### src/rtl/multi_digit_counter_pkg.sv
// Shared constants for the multi-digit counter: seven-segment glyphs and
// the legal parameter ranges.
package multi_digit_counter_pkg;

    // Active-low {g,f,e,d,c,b,a} glyphs for nibble values 0..F.
    localparam logic [6:0] GLYPHS [16] = '{
        7'b1000000, 7'b1111001, 7'b0100100, 7'b0110000,
        7'b0011001, 7'b0010010, 7'b0000010, 7'b1111000,
        7'b0000000, 7'b0010000, 7'b0001000, 7'b0000011,
        7'b1000110, 7'b0100001, 7'b0000110, 7'b0001110
    };

    function automatic bit params_ok(input int digits, input int radix,
                                     input int wrap, input int db_cycles);
        return (digits >= 1) && (digits <= 8) &&
               ((radix == 10) || (radix == 16)) &&
               ((wrap == 0) || (wrap == 1)) &&
               (db_cycles >= 1) && (db_cycles <= 65535);
    endfunction

endpackage

### src/rtl/multi_digit_counter_button_conditioner.sv
// One active-low push button: 2-flop synchroniser, stability debounce and
// a single-cycle pulse on each accepted press (debounced 1->0).
module button_conditioner
    import multi_digit_counter_pkg::*;
#(
    parameter int DEBOUNCE_CYCLES = 16
) (
    input  logic clock,
    input  logic reset,
    input  logic butt_n_i,
    output logic press_o
);

    localparam logic [15:0] LAST = 16'(DEBOUNCE_CYCLES - 1);

    logic        sync1_q, sync2_q;
    logic        db_q, db_d;
    logic [15:0] cnt_q, cnt_d;
    logic        press_q;

    // Any cycle where the synchronised level matches the debounced one
    // restarts the stability count.
    always_comb begin
        db_d  = db_q;
        cnt_d = '0;
        if (sync2_q != db_q) begin
            if (cnt_q == LAST) db_d  = sync2_q;
            else               cnt_d = cnt_q + 16'd1;
        end
    end

    always_ff @(posedge clock) begin
        if (!reset) begin
            sync1_q <= 1'b1;
            sync2_q <= 1'b1;
            db_q    <= 1'b1;
            cnt_q   <= '0;
            press_q <= 1'b0;
        end else begin
            sync1_q <= butt_n_i;
            sync2_q <= sync1_q;
            db_q    <= db_d;
            cnt_q   <= cnt_d;
            press_q <= db_q & ~db_d;
        end
    end

    assign press_o = press_q;

endmodule

### src/rtl/multi_digit_counter.sv
// Up/down multi-digit BCD or hex counter driven by two debounced buttons,
// with registered seven-segment outputs.
module multi_digit_counter
    import multi_digit_counter_pkg::*;
#(
    parameter int DIGITS          = 2,
    parameter int RADIX           = 10,
    parameter int WRAP            = 0,
    parameter int DEBOUNCE_CYCLES = 16
) (
    input  logic                  clock,
    input  logic                  reset,
    input  logic                  butt_add,
    input  logic                  butt_sub,
    output logic [4*DIGITS-1:0]   count,
    output logic [7*DIGITS-1:0]   sevenseg,
    output logic                  at_zero,
    output logic                  at_max
);

    if (!params_ok(DIGITS, RADIX, WRAP, DEBOUNCE_CYCLES)) begin : g_bad_params
        $error("multi_digit_counter: illegal DIGITS/RADIX/WRAP/DEBOUNCE_CYCLES");
    end

    localparam logic [3:0] TOP = 4'(RADIX - 1);

    logic                   add_p, sub_p;
    logic [DIGITS-1:0][3:0] count_q, count_d, inc_v, dec_v;
    logic [DIGITS-1:0][6:0] seg_q;

    button_conditioner #(.DEBOUNCE_CYCLES(DEBOUNCE_CYCLES)) u_add (
        .clock(clock), .reset(reset), .butt_n_i(butt_add), .press_o(add_p)
    );
    button_conditioner #(.DEBOUNCE_CYCLES(DEBOUNCE_CYCLES)) u_sub (
        .clock(clock), .reset(reset), .butt_n_i(butt_sub), .press_o(sub_p)
    );

    // Ripple carry/borrow across digits; a full ripple naturally wraps.
    always_comb begin
        logic carry, borrow;
        inc_v  = count_q;
        dec_v  = count_q;
        carry  = 1'b1;
        borrow = 1'b1;
        at_max = 1'b1;
        for (int i = 0; i < DIGITS; i++) begin
            if (count_q[i] != TOP) at_max = 1'b0;
            if (carry) begin
                if (count_q[i] == TOP) inc_v[i] = 4'd0;
                else begin
                    inc_v[i] = count_q[i] + 4'd1;
                    carry    = 1'b0;
                end
            end
            if (borrow) begin
                if (count_q[i] == 4'd0) dec_v[i] = TOP;
                else begin
                    dec_v[i] = count_q[i] - 4'd1;
                    borrow   = 1'b0;
                end
            end
        end
    end

    assign at_zero = (count_q == '0);

    always_comb begin
        count_d = count_q;
        if (add_p && !sub_p && ((WRAP != 0) || !at_max))
            count_d = inc_v;
        else if (sub_p && !add_p && ((WRAP != 0) || !at_zero))
            count_d = dec_v;
    end

    always_ff @(posedge clock) begin
        if (!reset) begin
            count_q <= '0;
            for (int i = 0; i < DIGITS; i++) seg_q[i] <= GLYPHS[0];
        end else begin
            count_q <= count_d;
            for (int i = 0; i < DIGITS; i++) seg_q[i] <= GLYPHS[count_q[i]];
        end
    end

    assign count    = count_q;
    assign sevenseg = seg_q;

endmodule

### config.mk
export PLATFORM = sky130hd
export DESIGN_NAME = multi_digit_counter
export DESIGN_NICKNAME = d
export VERILOG_FILES = /design/src/rtl/multi_digit_counter_pkg.sv /design/src/rtl/multi_digit_counter_button_conditioner.sv /design/src/rtl/multi_digit_counter.sv
export SDC_FILE = /design/constraint.sdc
export NUM_CORES = 1
export LEC_CHECK = 0
export ABC_AREA = 1
export BUFFER_PORTS_ARGS = -buffer_cell sky130_fd_sc_hd__buf_2
export CAP_MARGIN = 20
export CORE_MARGIN = 4
export CORE_UTILIZATION = 40
export CTS_CLUSTER_DIAMETER = 100
export CTS_CLUSTER_SIZE = 24
export DETAILED_ROUTE_END_ITERATION = 12
export HOLD_SLACK_MARGIN = 0.15
export PLACE_DENSITY = 0.64
export SYNTH_ARGS = -nofsm -noshare
export SYNTH_HDL_FRONTEND = slang
export SYNTH_HIERARCHICAL = 1
export SYNTH_SLANG_ARGS = --single-unit
export TNS_END_PERCENT = 5
### constraint.sdc
create_clock -name clock -period 1.69 [get_ports clock]
set_input_delay 0.507 -clock clock [delete_from_list [all_inputs] [get_ports clock]]
set_output_delay 0.507 -clock clock [all_outputs]
set_load 0.02 [all_outputs]
==> flow_summary_export.csv <==
group,metric,value,unit
outcome,status,"finished, violations left",
outcome,violations,"negative setup slack",
worst_hold_path,hold_class,"input pin to flip-flop",
cells_and_area,drive_above_1_share,22.0,%
floorplan,core-area,0.00818,mm²
sta,slew_headroom,73.1,%
grt,grt_max_degree,16,
yosys,synth_top_cell_area_share,36.9,%
critical_path,path_delay_family,"flip-flops",
routing,first_pass_iters,4,
clock_tree,clk_path_buf_depth,2,
grt,grt_usage,16.3,%
yosys,synth_simple_gate_area_share,35.3,%
clock_tree,clock-sinks,62,
yosys,ys_seq_area_share,36.9,%
critical_path,critPathBufInv,3,
yosys,avgSynthCellArea,6.90,µm²
routing,ant_nets,0,
yosys,synthFlopType,"dfxtp_1",
yosys,synthAdderAreaFrac,5.21,%
critical_path,crit_slowest_cell,"dfxtp_4",
sta,fin_crit_sh,105,%
placement,gp_routability_congestion,0.901,
worst_hold_path,min_to,"u_add/sync1_q",
yosys,yosysWarnings,6,
sta,drv_slew,0,
run,cap_viol_max_count,0,
critical_path,cpPeakStageDelay,0.41,ns
clock_tree,clock_latency,0.34,ns
routing,wl,7.61,mm
critical_path,worstSetupPathType,"flip-flop to output pin",
sta,setup_viol,3,
critical_path,r2r_end,"count[7]",
sta,clock.fmax,565,MHz
clock_tree,cts_root_buf,"clkbuf_8",
yosys,synthXorXnorAreaFrac,3.39,%
power,totalPowerFinal,0.00293,W
critical_path,r2r_start,"count[0]",
routing,remaining_drc_errors,0,
clock_tree,numCtsBuffers,9,
floorplan,dieArea,0.00993,mm²
grt,grt_pass1_vias,3023,
cells_and_area,diodes,0,
yosys,syn_nets,505,
cells_and_area,nNetsFinal,567,
floorplan,die_h,99.6,µm
power,peakVddDrop,0.418,mV
floorplan,io_pins,28,
sta,tightest_slew,0.403,ns
routing,drt_iter0_markers,124,
worst_hold_path,min-delay-start,"butt_add",
grt,gr-total-overflow,0,
worst_hold_path,holdPathStages,3,
floorplan,die_width,99.6,µm
yosys,synth_seq_cells,62,
sta,fin_crit,1.77,ns
critical_path,reg2regPathDepth,13,
grt,grt_pass1_wl,13.3,mm
yosys,synth_compound_area_share,10.1,%
sta,finClkSkew,0.00913,ns
floorplan,initial_core_util,41.1,%
critical_path,critPathMaxFanout,7,
floorplan,num_rows,33,
yosys,synth_top_family_by_area,"simple AND/OR/NAND/NOR gates",
yosys,yosysTopAreaCell,"dfxtp_1",
critical_path,critPathLaunchType,"flip-flop",
critical_path,crit_path_frequent_cell,"inv_2",
power,power_per_cell_area,705,mW/mm²
yosys,async_flop_share,0,%
yosys,netlist_area,0.00336,mm²
yosys,ys_types,34,
critical_path,critical_path_arrival,1.26,ns
clock_tree,cts_tree,"yes",
sta,hold_viol_final,0,
routing,vias,3163,
sta,layout_setup_ws,-0.0803,ns
yosys,synth_area_leaders,"dfxtp_1, nand2_1, nor2_1",
yosys,netlist_top_cells_count,"nand2_1, nor2_1, dfxtp_1",
cells_and_area,area_delta_synth_final,23.7,%
placement,dpl.hpwl,5.31,mm
placement,portBuffers,27,
critical_path,path_cells,"ha_4 > nand3_4 > inv_2 > nand2_2 > inv_2 > buf_6",
routing,wl_per_cell,11.5,µm
clock_tree,clk_pin_slew,0.07,ns
yosys,yosysMostFrequentCell,"nand2_1",
routing,via_per_inst,4.80,
placement,postPlaceCellArea,0.00367,mm²
clock_tree,htree_num_levels,3,
yosys,synth_mux_area_share,0,%
critical_path,crit_path_end_kind,"output pin",
yosys,syn_inst,487,
sta,rsz0062_at_grt,"yes",
grt,antenna_found_initial,0,
clock_tree,holdBufCountCts,0,
power,p_leak,1.72,nW
cells_and_area,fillers,811,
yosys,synth_edf_count,0,
sta,fin_setup_tns,-0.150,ns
critical_path,critPathRequiredTime,1.18,ns
critical_path,r2r_setup_slack,0,ns
cells_and_area,final_area,0.00416,mm²
[metrics by stage]
stage,hold WS [ns],std cells,setup WS (ns),utilization (%)
floorplan,0.380,487,0.00748,-
global placement,0.383,625,0.123,44.9
detailed placement,0.391,625,0.0788,44.9
CTS,0.307,654,-0.0763,50.1
global route,0.312,659,-0.146,50.8
finish,0.328,659,-0.0803,50.8
[layer usage]
| layer | track usage, % | vias up | wire length [µm] |
|---|---|---|---|
| met5 | 0 | - | 0 |
| met4 | 5.25 | 0 | 114 |
| met3 | 4.21 | 11 | 273 |
| met2 | 27.7 | 48 | 3630 |
| met1 | 20.3 | 1429 | 3590 |
| li1 | - | 1675 | - |
[timing repair]
action	4_1_cts	5_1_grt
gates resized for setup	31	10
setup endpoints to repair	2	13
buffers inserted	13	5
pin swaps	6	5
[cell type report]
cell class	instances	area, µm²	area share [%]
sequential	62	1250	30.2
inverter	62	243	5.84
clock buffer	10	128	3.07
tap	105	131	3.16
timing repair buffer	60	399	9.61
clock inverter	6	86.3	2.08
multi-input combinational	354	1910	46.0
[placed cells by master (no fill, tap or decap), types with 2 or more instances in the layout]
| cell | count |
|---|---|
| nand3_1 | 32 |
| inv_1 | 52 |
| ha_1 | 10 |
| nor3_1 | 4 |
| o21ai_1 | 2 |
| clkinv_2 | 2 |
| dfxtp_4 | 2 |
| buf_2 | 25 |
| inv_4 | 4 |
| buf_4 | 32 |
| o211ai_1 | 3 |
| nand3_2 | 4 |
| a21oi_1 | 32 |
| ha_4 | 4 |
| inv_2 | 5 |
| bufinv_16 | 2 |
| clkbuf_8 | 9 |
| dfxtp_1 | 55 |
| nand4_1 | 13 |
| nor2_1 | 72 |
| o21ai_0 | 19 |
| dfxtp_2 | 5 |
| xor2_1 | 11 |
| nand2_8 | 2 |
| nand2_1 | 118 |
| nor2_2 | 5 |
| nand3_4 | 2 |
| nor2_4 | 4 |
| nand2_2 | 7 |
| xnor2_1 | 2 |
| buf_6 | 3 |
[how the worst max path moves through the flow]
stage,from,endpoint,cells after the start,slack [ns]
after CTS,count[5],at_max,7,-0.08
after global placement,count[5],at_max,7,0.12
after detailed placement,count[5],at_max,7,0.08
after global routing,count[0],at_max,6,-0.15
after floorplan,count[1],at_max,6,0.007
final,count[0],at_max,6,-0.08
[tightest hold or removal path, cell delays in order]
cell and delay, ns:
buf_2 0.07, inv_1 0.03, nand2_1 0.04
[power by group]
group | total, W | switching (W) | internal [W]
clock | 0.00142 | 0.000597 | 0.000828
combinational | 0.0000376 | 0.0000254 | 0.0000122
sequential | 0.00147 | 0.00000366 | 0.00146
total | 0.00293 | 0.000626 | 0.00230
[kinds of logic after synthesis]
group,after synthesis
AND/OR/NAND/NOR,266
buffers and inverters,71
flip-flops,62
AO/OA/AOI/OAI,61
adder cells (fa/ha/maj),14
XOR/XNOR,13
[flip-flops by register name, summed over array words and instances, names as in the netlist, 8 cells and up]
name,count
u_add/cnt_q,16
u_sub/cnt_q,16
sevenseg,14
count,8
Power figures use the tool's default switching activity.
